[config.mk]
export PLATFORM = sky130hd
export DESIGN_NAME = pipe_stage_reg
export DESIGN_NICKNAME = d
export VERILOG_FILES = /design/src/rtl/pipe_pkg.sv /design/src/rtl/sat_counter.sv /design/src/rtl/pipe_stage_reg.sv
export SDC_FILE = /design/constraint.sdc
export NUM_CORES = 1
export LEC_CHECK = 0
export ABC_AREA = 1
export ABC_CLOCK_PERIOD_IN_PS = 7550
export BUFFER_PORTS_ARGS = -buffer_cell sky130_fd_sc_hd__clkbuf_2
export CORE_UTILIZATION = 30
export CTS_BUF_LIST = sky130_fd_sc_hd__clkbuf_4 sky130_fd_sc_hd__clkbuf_8
export DETAILED_ROUTE_END_ITERATION = 10
export GPL_TIMING_DRIVEN = 0
export SYNTH_ARGS = -nofsm -noshare
export SYNTH_HDL_FRONTEND = slang
export SYNTH_HIERARCHICAL = 1
export SYNTH_SLANG_ARGS = --single-unit
[constraint.sdc]
create_clock -name cpu_clk -period 7.55 [get_ports cpu_clk]
set_input_delay 1.51 -clock cpu_clk [delete_from_list [all_inputs] [get_ports cpu_clk]]
set_output_delay 1.51 -clock cpu_clk [all_outputs]
set_load 0.02 [all_outputs]
[src/rtl/pipe_pkg.sv]
// Shared types and constants for the pipeline-boundary registers.
package pipe_pkg;

    typedef enum logic [1:0] {
        EMPTY   = 2'd0,
        FULL    = 2'd1,
        SKIDDED = 2'd2
    } stage_state_e;

    // Default payload widths per boundary
    localparam int IF_ID_W  = 96;
    localparam int ID_EX_W  = 160;
    localparam int EX_MEM_W = 104;
    localparam int MEM_WB_W = 72;

    localparam logic [31:0] NOP_INST = 32'h0000_0013;

endpackage

[src/rtl/sat_counter.sv]
// Saturating up-counter with synchronous clear; clear wins over increment.
module sat_counter
    import pipe_pkg::*;
#(
    parameter int W = 16
) (
    input  logic         i_clk,
    input  logic         i_rst,
    input  logic         i_clr,
    input  logic         i_inc,
    output logic [W-1:0] o_count
);

    logic [W-1:0] r_cnt;

    always_ff @(posedge i_clk or posedge i_rst) begin
        if (i_rst) begin
            r_cnt <= '0;
        end else if (i_clr) begin
            r_cnt <= '0;
        end else if (i_inc && (r_cnt != '1)) begin
            r_cnt <= r_cnt + W'(1);
        end
    end

    assign o_count = r_cnt;

endmodule

[src/rtl/pipe_stage_reg.sv]
// Parametrised valid/ready pipeline boundary register with flush,
// optional skid entry (registered in_ready) and a stall counter.
module pipe_stage_reg
    import pipe_pkg::*;
#(
    parameter int                DATA_W     = 96,
    parameter logic [DATA_W-1:0] BUBBLE_VAL = '0,
    parameter bit                SKID       = 1'b1,
    parameter int                CNT_W      = 16
) (
    input  logic              cpu_clk,
    input  logic              cpu_rst,
    input  logic              flush,
    input  logic              in_valid,
    input  logic [DATA_W-1:0] in_data,
    output logic              in_ready,
    output logic              out_valid,
    output logic [DATA_W-1:0] out_data,
    input  logic              out_ready,
    input  logic              cnt_clr,
    output logic [CNT_W-1:0]  stall_cnt
);

    stage_state_e      r_state;
    stage_state_e      w_state_nxt;
    logic [DATA_W-1:0] r_main;
    logic [DATA_W-1:0] w_skid_q;
    logic              w_in_ready;
    logic              w_out_valid;
    logic              w_in_fire;
    logic              w_out_fire;
    logic              w_load_main;
    logic              w_main_from_skid;

    assign w_out_valid = (r_state != EMPTY);
    assign w_in_fire   = in_valid & w_in_ready;
    assign w_out_fire  = w_out_valid & out_ready;

    always_comb begin
        w_state_nxt      = r_state;
        w_load_main      = 1'b0;
        w_main_from_skid = 1'b0;
        unique case (r_state)
            EMPTY: begin
                if (w_in_fire) begin
                    w_state_nxt = FULL;
                    w_load_main = 1'b1;
                end
            end
            FULL: begin
                if (w_in_fire && w_out_fire) begin
                    w_load_main = 1'b1;
                end else if (w_in_fire && SKID) begin
                    w_state_nxt = SKIDDED;
                end else if (w_out_fire) begin
                    w_state_nxt = EMPTY;
                end
            end
            SKIDDED: begin
                if (w_out_fire) begin
                    w_state_nxt      = FULL;
                    w_load_main      = 1'b1;
                    w_main_from_skid = 1'b1;
                end
            end
            default: w_state_nxt = EMPTY;
        endcase
        // A flush discards everything, including a same-cycle input
        if (flush) begin
            w_state_nxt = EMPTY;
            w_load_main = 1'b0;
        end
    end

    always_ff @(posedge cpu_clk or posedge cpu_rst) begin
        if (cpu_rst) begin
            r_state <= EMPTY;
            r_main  <= BUBBLE_VAL;
        end else begin
            r_state <= w_state_nxt;
            if (flush) begin
                r_main <= BUBBLE_VAL;
            end else if (w_load_main) begin
                r_main <= w_main_from_skid ? w_skid_q : in_data;
            end
        end
    end

    generate
        if (SKID) begin : g_skid
            logic [DATA_W-1:0] r_skid;
            logic              r_in_ready;
            logic              w_load_skid;

            assign w_load_skid = (r_state == FULL) & w_in_fire
                               & ~w_out_fire & ~flush;

            always_ff @(posedge cpu_clk or posedge cpu_rst) begin
                if (cpu_rst) begin
                    r_skid     <= BUBBLE_VAL;
                    r_in_ready <= 1'b1;
                end else begin
                    r_in_ready <= (w_state_nxt != SKIDDED);
                    if (flush) begin
                        r_skid <= BUBBLE_VAL;
                    end else if (w_load_skid) begin
                        r_skid <= in_data;
                    end
                end
            end

            assign w_skid_q   = r_skid;
            assign w_in_ready = r_in_ready;
        end else begin : g_noskid
            assign w_skid_q   = BUBBLE_VAL;
            assign w_in_ready = ~w_out_valid | out_ready;
        end
    endgenerate

    sat_counter #(
        .W(CNT_W)
    ) u_stall_cnt (
        .i_clk  (cpu_clk),
        .i_rst  (cpu_rst),
        .i_clr  (cnt_clr),
        .i_inc  (w_out_valid & ~out_ready),
        .o_count(stall_cnt)
    );

    assign in_ready  = w_in_ready;
    assign out_valid = w_out_valid;
    assign out_data  = r_main;

endmodule
======== Word level (Yosys, flattened, before mapping) ========
Cells that the tools add are included.
operators by class
  $add $sub $neg .......................... 1
  multiply operators ...................... 0
  div/mod/pow operators ................... 0
  $lt $le $gt $ge ......................... 0
  eq/ne operators ......................... 4
  shift-type cells ........................ 0
  multiplexer cells ....................... 20
  bitwise operators ....................... 9
  reduce and logical (&&, ||, !) cells .... 7
operators by type and width
  operator                 count
  $mux W96                 5
  $mux W16                 2
  $add A16 B1 Y16 const B  1
  $ne A16 B16 Y1 const B   1
  $mux W2                  6
  $reduce_bool A2 Y1       4
  $and A1 B1 Y1            6
  $pmux W2 S3              1
  $mux W1                  5
  $not A1 Y1               3
  $pmux W1 S3              1
  $eq A2 B1 Y1 const B     1
  $eq A2 B2 Y1 const B     1
  $logic_and A1 B1 Y1      2
  $logic_not A2 Y1         1
  $ne A2 B2 Y1 const B     1
word-level totals
  bits in registers ....................... 211
  bits in latches ......................... 0
  RAM bits ................................ 0
  memory bits (read-only) ................. 0
  input port bits ......................... 102
  output and inout port bits .............. 114
  logic and storage cells ................. 46
  memories ................................ 0

======== Logic depth before layout (Yosys ltp) ========
Gate-level depths: netlist of run 1.
  depth after elaboration ................. 8
  depth in mapped cells ................... 10
  depth with buffers taken out ............ 9

======== By module ========
Netlist of run 1, hierarchy kept.
modules (own cells, without submodules)
  module          instances  cells each  area an instance (um^2)
  pipe_stage_reg  1          1188        9146.3
  sat_counter     1          161         1081.0

======== Least setup slack after synthesis of run 1 ========
Ideal clock, no wire load.
  path type ............................... in2reg
  start ................................... in out_ready
  end ..................................... reg u_stall_cnt.r_cnt[12] (netlist: u_stall_cnt/o_count[12])
  library setup time ...................... 66 ps
  data arrival time ....................... 2636 ps
  path slack .............................. 4848 ps
  stages on the path ...................... 8
  buffers on the path ..................... 3
  path through ............................ buf_2 -> buf_2 -> nor2_1 -> inv_1 -> nor2_2 -> buf_2 -> nand4_1 -> nand2_1
between the ends
  longest elaborated chain between the ends .. 4
RTL lines
  item                          RTL line               source
  start, declared               pipe_stage_reg.sv:19   input logic out_ready,
  $not A1 Y1                    pipe_stage_reg.sv:126  .i_inc (w_out_valid & ~out_ready),
  $and A1 B1 Y1                 pipe_stage_reg.sv:126
  $logic_and A1 B1 Y1           sat_counter.sv:21      end else if (i_inc && (r_cnt != '1)) begin
  $reduce_bool A2 Y1 (no line)  -
  end signal, assigned          sat_counter.sv:22      r_cnt <= r_cnt + W'(1);
  end, declared                 sat_counter.sv:14      logic [W-1:0] r_cnt;
No other way between the ends.
A chain may end at the register's enable or synchronous reset.

======== Worst setup path after layout of run 1 ========
  start ................................... in flush
  end ..................................... reg r_main[65] (netlist: out_data[65])
between the ends
  longest elaborated chain between the ends .. 2
  elaborated cells between the ends (all ways) .. 3
  those cells by class .................... mux (2); reduce/logical (1)
RTL lines
  item                          RTL line              source
  start, declared               pipe_stage_reg.sv:13  input logic flush,
  $mux W1                       pipe_stage_reg.sv:69  if (flush) begin
  $reduce_bool A2 Y1 (no line)  -
  end signal, assigned          pipe_stage_reg.sv:84  r_main <= w_main_from_skid ? w_skid_q : in_data;
  end, declared                 pipe_stage_reg.sv:26  logic [DATA_W-1:0] r_main;
Several ways; a longest one is shown, not always the timed one.

==> summary.md, run 1 <==
| Metric | Value |
|---|---|
| Outcome | finished clean |
| Part of the cycle the worst path needs | roughly two fifths |
| Hold Fails Final Rpt | 0 |
| Number of distinct standard cells referenced by the synthesized netlist | 28 |
| Max-slew violations | 0 |
| Number of resized instances in the post-cts repair step | 0 |
| Worst setup skew after layout | about 0.032 ns |
| Initial Util | around 31% |
| Sequential share of the synthesized area | slightly above 50% |
| Via count of the first global-routing pass | slightly below 10k |
| Crit end category | register |
| Total cell area at the placement stage | between 10000 and 15000 µm² |
| Area of the placeable core | 33530 µm² |
| Critical Path Start Type | input pin |
| Post-Place Cells | 2013 |
| R2R setup slack | ~5.4 ns |
| Post-DP HPWL | ~24000 µm |
| Number of cells on the worst reg-to-reg path | 6 |
| Mean Syn Cell Area | between 7 and 8 µm² |
| Area overhead of the layout relative to synthesis | 23.45% |
| Warnings, synthesis | 6 |
| Worst setup slack after placement | between 3 and 4 ns |
| Non-filler cells, final | about 2.1k |
| Post-detailed-route count of antenna-violating nets | 0 |
| Transition time at the pin with the least slew margin | 0.7769 ns |
| Count of endpoints failing setup in the final report | 0 |
| Post-CTS Setup Bufs | 0 |
| Critical Path Fanout Max | 10 |
| Antenna violations before repair | 1 |
| Width of the die | between 150 and 200 µm |
| I/O pin count | approximately 220 |
| Layout Nets | ~1.7k |
| Max Root-Sink Buffers | 3 |
| Synth Register Bits | 211 |
| CTS sink count | about 210 |
| Post-Route Utilization | a little under two fifths |
| Register clock-pin slew on the reported worst setup and hold paths | ~0.05 ns |
| Initial drt markers | 825 |
| Drt first pass iters | 5 |
| Root cell of the clock tree | clkbuf_8 |
| Critical R2R Launch | in_ready |
| DRC violations left | 0 |
| GRT Residual Overflow | 0 |
| Routed WL per cell | approximately 16 µm |
| Arrival time worst endpoint | around 3.5 ns |
| Setup slack of the critical path after layout | approximately 4.6 ns |
| Worst min path class | reg -> reg |
| Routed wire length | 34030 µm |
| Die Y-Extent | around 190 µm |
| Overall global routing resource usage | 19.69% |
| Area taken by flip-flops and latches | roughly 5300 µm² |
| Clock latency on the worst-skew pair | 0.57 ns |
| Hold Slack | between 0.4 and 0.5 ns |
| Share of final-layout standard cells stronger than drive strength 1 | about 20% |
| Number of filler instances in the final layout | 3596 |
| Total number of vias | between 10k and 15k |
| Number of cells produced by synthesis | roughly 1.3k |
| Required time at the worst-slack endpoint | about 8.0 ns |
| Cell-by-cell trace of the critical path | clkbuf_2 > inv_1 > buf_2 > clkbuf_1 > buf_1 > nand3_1 > nand2_1 |
| Weighted congestion at the end of routability-driven global placement | just over 0.8 |
| First-pass GRT wire length | 54650 µm |
| Power consumption | between 2 and 3 mW |
| Leakage component of the power | between 7 and 8 nW |
| Number of CTS-inserted buffers | 39 |
| IO buf count | approximately 220 |
| Setup repair after global routing missed its margin | false |
| Post-synth net total | roughly 1.5k |
| Post-route standard cell area excluding fillers | ~13000 µm² |
| Maxcap violations | 0 |
| Headroom to the max-slew limit | about half |
| Vias per Instance | between 4 and 5 |
| Netlist Area Pre-Place | 10230 µm² |
| Worst vdd rail ir drop | just over 0.1 mV |
| Power density cells | 208.0 nW/µm² |
| Critical R2R Capture | g_skid.r_skid[75] |
| Multi-input logic area | roughly 4400 µm² |
| Maximum cell stage delay along the critical path | between 0.6 and 0.7 ns |
| H-Tree Level Count | 2 |
| Critical-path cell with the highest stage delay | clkbuf_1 |
| WHS Endpoint | out_data[4] |
| Row cnt | 67 |
| Category of the most critical setup path | in -> reg |
| Maximum number of pins on one net before global-route repair | 125 |
| TritonCTS clock tree | done |
| Number of cells on the worst hold path | 2 |
| Setup tns final | 0 ns |
| Max Clk Rate | between 0.3 and 0.4 GHz |
| Min Tclk post-route | approximately 3 ns |
| # hold bufs at CTS | 0 |
| Launch point of the worst hold path | out_data[4] |
| Full die area | 34830 µm² |
-- layer usage --
| metal | vias up | part of all wire, % | track usage (%) |
|---|---|---|---|
| li1 | 4937 | - | - |
| met1 | 4816 | 45 | 26.33 |
| met2 | 313 | 47 | 31.66 |
| met3 | 64 | 5.4 | 3.705 |
| met4 | 0 | 3.1 | 7.219 |
| met5 | - | 0 | 0 |
-- logic make-up (layout without fill, tap and decap cells) --
logic type      Yosys count  count (layout)  synth area share [%]
fa+ha+maj                 1               1                0.1223
buf+inv                 130             405                 5.175
other cells               0               1                     0
flops                   211             211                 51.64
simple gates            997             997                 42.43
compound gates            7               7                0.3793
xor+xnor                  3               3                0.2570
-- synth_stat cells --
cell      count  area share (%)
buf_1        21            0.77
a31oi_1       1           0.061
nor3_2        1           0.098
a21oi_1       2           0.098
nand2_1     550              20
clkinv_1      1           0.037
xnor2_1       1           0.086
buf_6         1            0.11
clkbuf_1     57             2.1
nand3_1     399              20
dfstp_2       1            0.26
ha_1          1            0.12
dfrtp_1     210              51
nor3_1        2           0.098
nor2_4        4            0.44
nor2_1       21            0.77
xor2_1        2            0.17
o211ai_1      1           0.073
nand3b_1      3            0.22
buf_2        27             1.3
nor2_2        3            0.18
nand2_4       1            0.11
o21ai_0       1           0.049
inv_1        22            0.81
inv_2         1           0.037
nand2_2       2            0.12
o21ai_1       2           0.098
nand4_1      11            0.67
-- power by group --
group          total, mW  switching [mW]  internal, mW  leakage, nW
clock network       1.07           0.484         0.585        0.384
logic              0.346           0.250        0.0963         3.92
registers           1.21          0.0293          1.18         2.88
total               2.63           0.763          1.86         7.18
-- placed cells by master (no fill, tap or decap), types with 11 or more instances in the layout --
cell and n:
buf_1 21, clkbuf_1 57, inv_1 21, dfrtp_1 210, nand3_1 399, nor2_1 21
clkbuf_8 46, buf_2 27, nand4_1 11, nand2_1 550, clkbuf_2 215
-- worst max path at each step --
| stage | startpoint | endpoint | depth (start not counted) |
|---|---|---|---|
| floorplan | cpu_rst | g_skid.r_skid[0] | 1 |
| CTS | flush | out_data[65] | 7 |
| finish | flush | out_data[65] | 7 |
| global placement | cpu_rst | out_data[43] | 2 |
| detailed placement | flush | g_skid.r_skid[5] | 7 |
| global route | flush | out_data[65] | 7 |
-- worst max-delay path: cells and delay by family --
family / cells / cell delay [ns]
simple gates: 2 / 0.24
buf+inv: 5 / 1.70
-- sequential cells by signal, summed over array words and instances (netlist names) --
register and flops:
out_data 96, r_state 2, g_skid.r_skid 96, in_ready 1, u_stall_cnt/o_count 16
-- area by class of cell --
cell class,count,area share (%)
clock inverters,5,0.2477
flip-flops and latches,211,41.83
repair buffers,216,8.740
clock buffers,54,5.490
inverters,24,0.7730
plain buffers,106,3.478
multi-input cells,1008,34.98
well taps,448,4.440
diodes,1,0.01982
(Power assumes the default switching activity.)
==> run 2, diff against run 1 <==
- ABC_CLOCK_PERIOD_IN_PS: 7550 -> 2400
- clock period: 7.55 -> 2.4 ns (I/O delays scaled with it)
==> run 2 against run 1 <==
  * First-iteration DRC count is 3.9% lower
  * Final cell count increased by 0.68%
  * Die area did not move
  * Clock power grew to 3.5 times the previous value
  * Clock skew fell by 0.010 ns
  * Core utilization increased by 0.59 points
  * Sequential cell count did not move
  * Global-route usage rose by 0.19 points
  * Combinational power rose to 3.2 times the previous value
  * Cell area rose by 1.6%
  * Largest power group unchanged
  * Via count rose by 1.2%
==> summary.md, run 2 (synthesis gave the netlist of run 1 again) <==
| Metric | Value |
|---|---|
| Part of the power in registers | 44.1% (was 46.1%) |
| Non-filler cells, final | 2087 (was 2073) |
| Weighted congestion at the end of routability-driven global placement | 0.8172 (was 0.8160) |
| Maximum number of pins on one net before global-route repair | 41 (was 125) |
| First-pass GRT wire length | 55280 µm (was 54650 µm) |
| Routed WL per cell | 16.44 µm (was 16.42 µm) |
| Switching power summed over all nets | 2.487 mW (was 762.8 µW) |
| Power Internal | 6.162 mW (was 1.863 mW) |
| Number of resized instances in the post-cts repair step | 0 (unchanged) |
| Dominant cell type by count on the critical path | nand2_1 |
| Arrival time worst endpoint | 2.69 ns (was 3.46 ns) |
| Initial drt markers | 793 (was 825) |
| Drt first pass iters | 5 (unchanged) |
| H-Tree Level Count | 2 (unchanged) |
| Initial Util | 30.50% (unchanged) |
| Max-slew violations | 0 (unchanged) |
| Post-detailed-route count of antenna-violating nets | 0 (unchanged) |
| Power consumption | 8.649 mW (was 2.626 mW) |
| Full die area | 34830 µm² (unchanged) |
| # hold bufs at CTS | 1 (was 0) |
| Crit end category | register (unchanged) |
| Part of the cycle the worst path needs | 91.04% |
| Post-Place Cells | 2017 (was 2013) |
| Worst setup skew after layout | 0.02197 ns (was 0.03223 ns) |
| Number of CTS-inserted buffers | 41 (was 39) |
| Switching part of the total power | 28.76% (was 29.05%) |
| Critical Path Start Type | register (was input pin) |
| Critical-path cell with the highest stage delay | dfstp_2 (was clkbuf_1) |
| Register clock-pin slew on the reported worst setup and hold paths | 0.06 ns (was 0.05 ns) |
| DRC violations left | 0 (unchanged) |
| Area of the placeable core | 33530 µm² (unchanged) |
| Routed wire length | 34320 µm (was 34030 µm) |
| Commonest cells after routing, fill and taps aside | 550 x nand2_1, 399 x nand3_1, 215 x clkbuf_2 (unchanged) |
| Logic gate share of total power | 12.7% (was 13.2%) |
| Post-Route Utilization | 38.24% (was 37.65%) |
| Die Y-Extent | 186.6 µm (unchanged) |
| Critical Path Fanout Max | 10 (unchanged) |
| Hold Fails Final Rpt | 0 (unchanged) |
| Worst min path class | in -> reg (was reg -> reg) |
| Layout Nets | 1716 (was 1709) |
| Headroom to the max-slew limit | 45.76% (was 48.21%) |
| CTS sink count | 211 (unchanged) |
| Worst vdd rail ir drop | 0.3375 mV (was 0.1019 mV) |
| Multi-input logic area | 4417 µm² (unchanged) |
| Vias per Instance | 4.910 (was 4.887) |
| Leading cell type in the layout, fill and taps excluded | nand2_1 (unchanged) |
| Width of the die | 186.6 µm (unchanged) |
| TritonCTS clock tree | done (unchanged) |
| Outcome | finished clean (unchanged) |
| Maximum cell stage delay along the critical path | 0.52 ns (was 0.63 ns) |
| Row cnt | 67 (unchanged) |
| Overall global routing resource usage | 19.87% (was 19.69%) |
| Area taken by flip-flops and latches | 5281 µm² (unchanged) |
| Setup repair after global routing missed its margin | false (unchanged) |
| Category of cells accounting for the largest share of critical-path delay | simple AND/OR/NAND/NOR gates (was buffers and inverters) |
| Clock latency on the worst-skew pair | 0.57 ns (about the same) |
| Share of final-layout standard cells stronger than drive strength 1 | 20.15% (was 19.52%) |
| Max Root-Sink Buffers | 3 (unchanged) |
| Total number of vias | 10.25k (was 10.13k) |
| Buffers & Inverters on Critical Path | 2 (was 5) |
| Hold Slack | 0.09814 ns (was 0.4941 ns) |
| Transition time at the pin with the least slew margin | 0.8135 ns (was 0.7769 ns) |
| Power density cells | 674.5 nW/µm² (was 208.0 nW/µm²) |
| IO buf count | 215 (unchanged) |
| Via count of the first global-routing pass | 9916 (was 9870) |
| Root cell of the clock tree | clkbuf_8 (unchanged) |
| Number of filler instances in the final layout | 3590 (was 3596) |
| I/O pin count | 216 (unchanged) |
| Max Clk Rate | 0.4577 GHz |
| Post-CTS Setup Bufs | 0 (unchanged) |
| GRT Residual Overflow | 0 (unchanged) |
| Min Tclk post-route | ~2.2 ns |
| Cell-by-cell trace of the critical path | nand2_1 > nand2_1 > nand2_1 > nor2_2 > buf_2 > buf_2 > nand2_1 > nand2_1 (was clkbuf_2 > inv_1 > buf_2 > clkbuf_1 > buf_1 > nand3_1 > nand2_1) |
| Area overhead of the layout relative to synthesis | 25.38% (was 23.45%) |
| Required time at the worst-slack endpoint | 2.91 ns (was 8.03 ns) |
| Maxcap violations | 0 (unchanged) |
| Leakage component of the power | 7.276 nW (was 7.176 nW) |
| Category of the most critical setup path | reg -> reg (was in -> reg) |
| Share of power burned in the clock network | 43.2% (was 40.7%) |
| Count of endpoints failing setup in the final report | 0 (unchanged) |
| Antenna violations before repair | 1 (unchanged) |
| Setup tns final | 0 ns (unchanged) |
| Post-DP HPWL | 24220 µm (was 23620 µm) |
[run 2: changes by cell type in the layout (fill, tap and decap cells not counted)]
cell / previous run / this run
buf_16: 1 / 0
dlygate4sd3_1: 0 / 1
clkbuf_8: 46 / 54
buf_12: 0 / 5
clkinv_2: 3 / 4
[run 2: cell type report]
cell class	instances	area share, %
Timing Repair Buffer	221	9.250
Clock inverter	6	0.3122
Inverter	24	0.7318
Sequential cell	211	41.18
Clock buffer	62	6.264
Tap cell	448	4.371
Antenna cell	1	0.01951
Multi-Input combinational cell	1008	34.44
Buffer	106	3.425
[run 2: power by group through the flow]
stage	logic [mW]	clock network [mW]	registers, mW
3_3_place_gp	1.09	0	3.87
2_1_floorplan	0.483	0	4.00
6_report	1.10	3.74	3.81
4_1_cts	1.12	3.86	3.81
3_5_place_dp	1.11	0	3.87
5_1_grt	1.22	4.01	3.83
[run 2: path summary, 6_finish.rpt]
check                                  from  slack, ns  cells past startpoint                end
worst min-delay path                  flush        0.1                      2         r_state[1]
worst max-delay path               in_ready       0.22                      8       out_data[17]
worst min register to register  out_data[7]       0.50                      2        out_data[7]
max in group asynchronous           cpu_rst       0.75                      6       out_data[23]
min in group asynchronous           cpu_rst       0.55                      3  g_skid.r_skid[80]
worst max register to register     in_ready       0.22                      8       out_data[17]
[run 2: through the flow]
stage / instance area [µm²] / setup slack (ns)
final: 12820 / 0.2151
after global routing: 12820 / 0.05703
after CTS: 12820 / 0.2109
after detailed placement: 11970 / -0.1317
after global placement: 11870 / -2.083
after floorplan: 10230 / -0.5976
[run 2: layer usage]
| metal | up-vias | wire length, µm | track usage (%) |
|---|---|---|---|
| met5 | - | 0 | 0 |
| met4 | 0 | 1171 | 7.881 |
| met3 | 68 | 1988 | 4.156 |
| met2 | 344 | 15820 | 31.62 |
| met1 | 4885 | 15330 | 26.37 |
| li1 | 4950 | - | - |
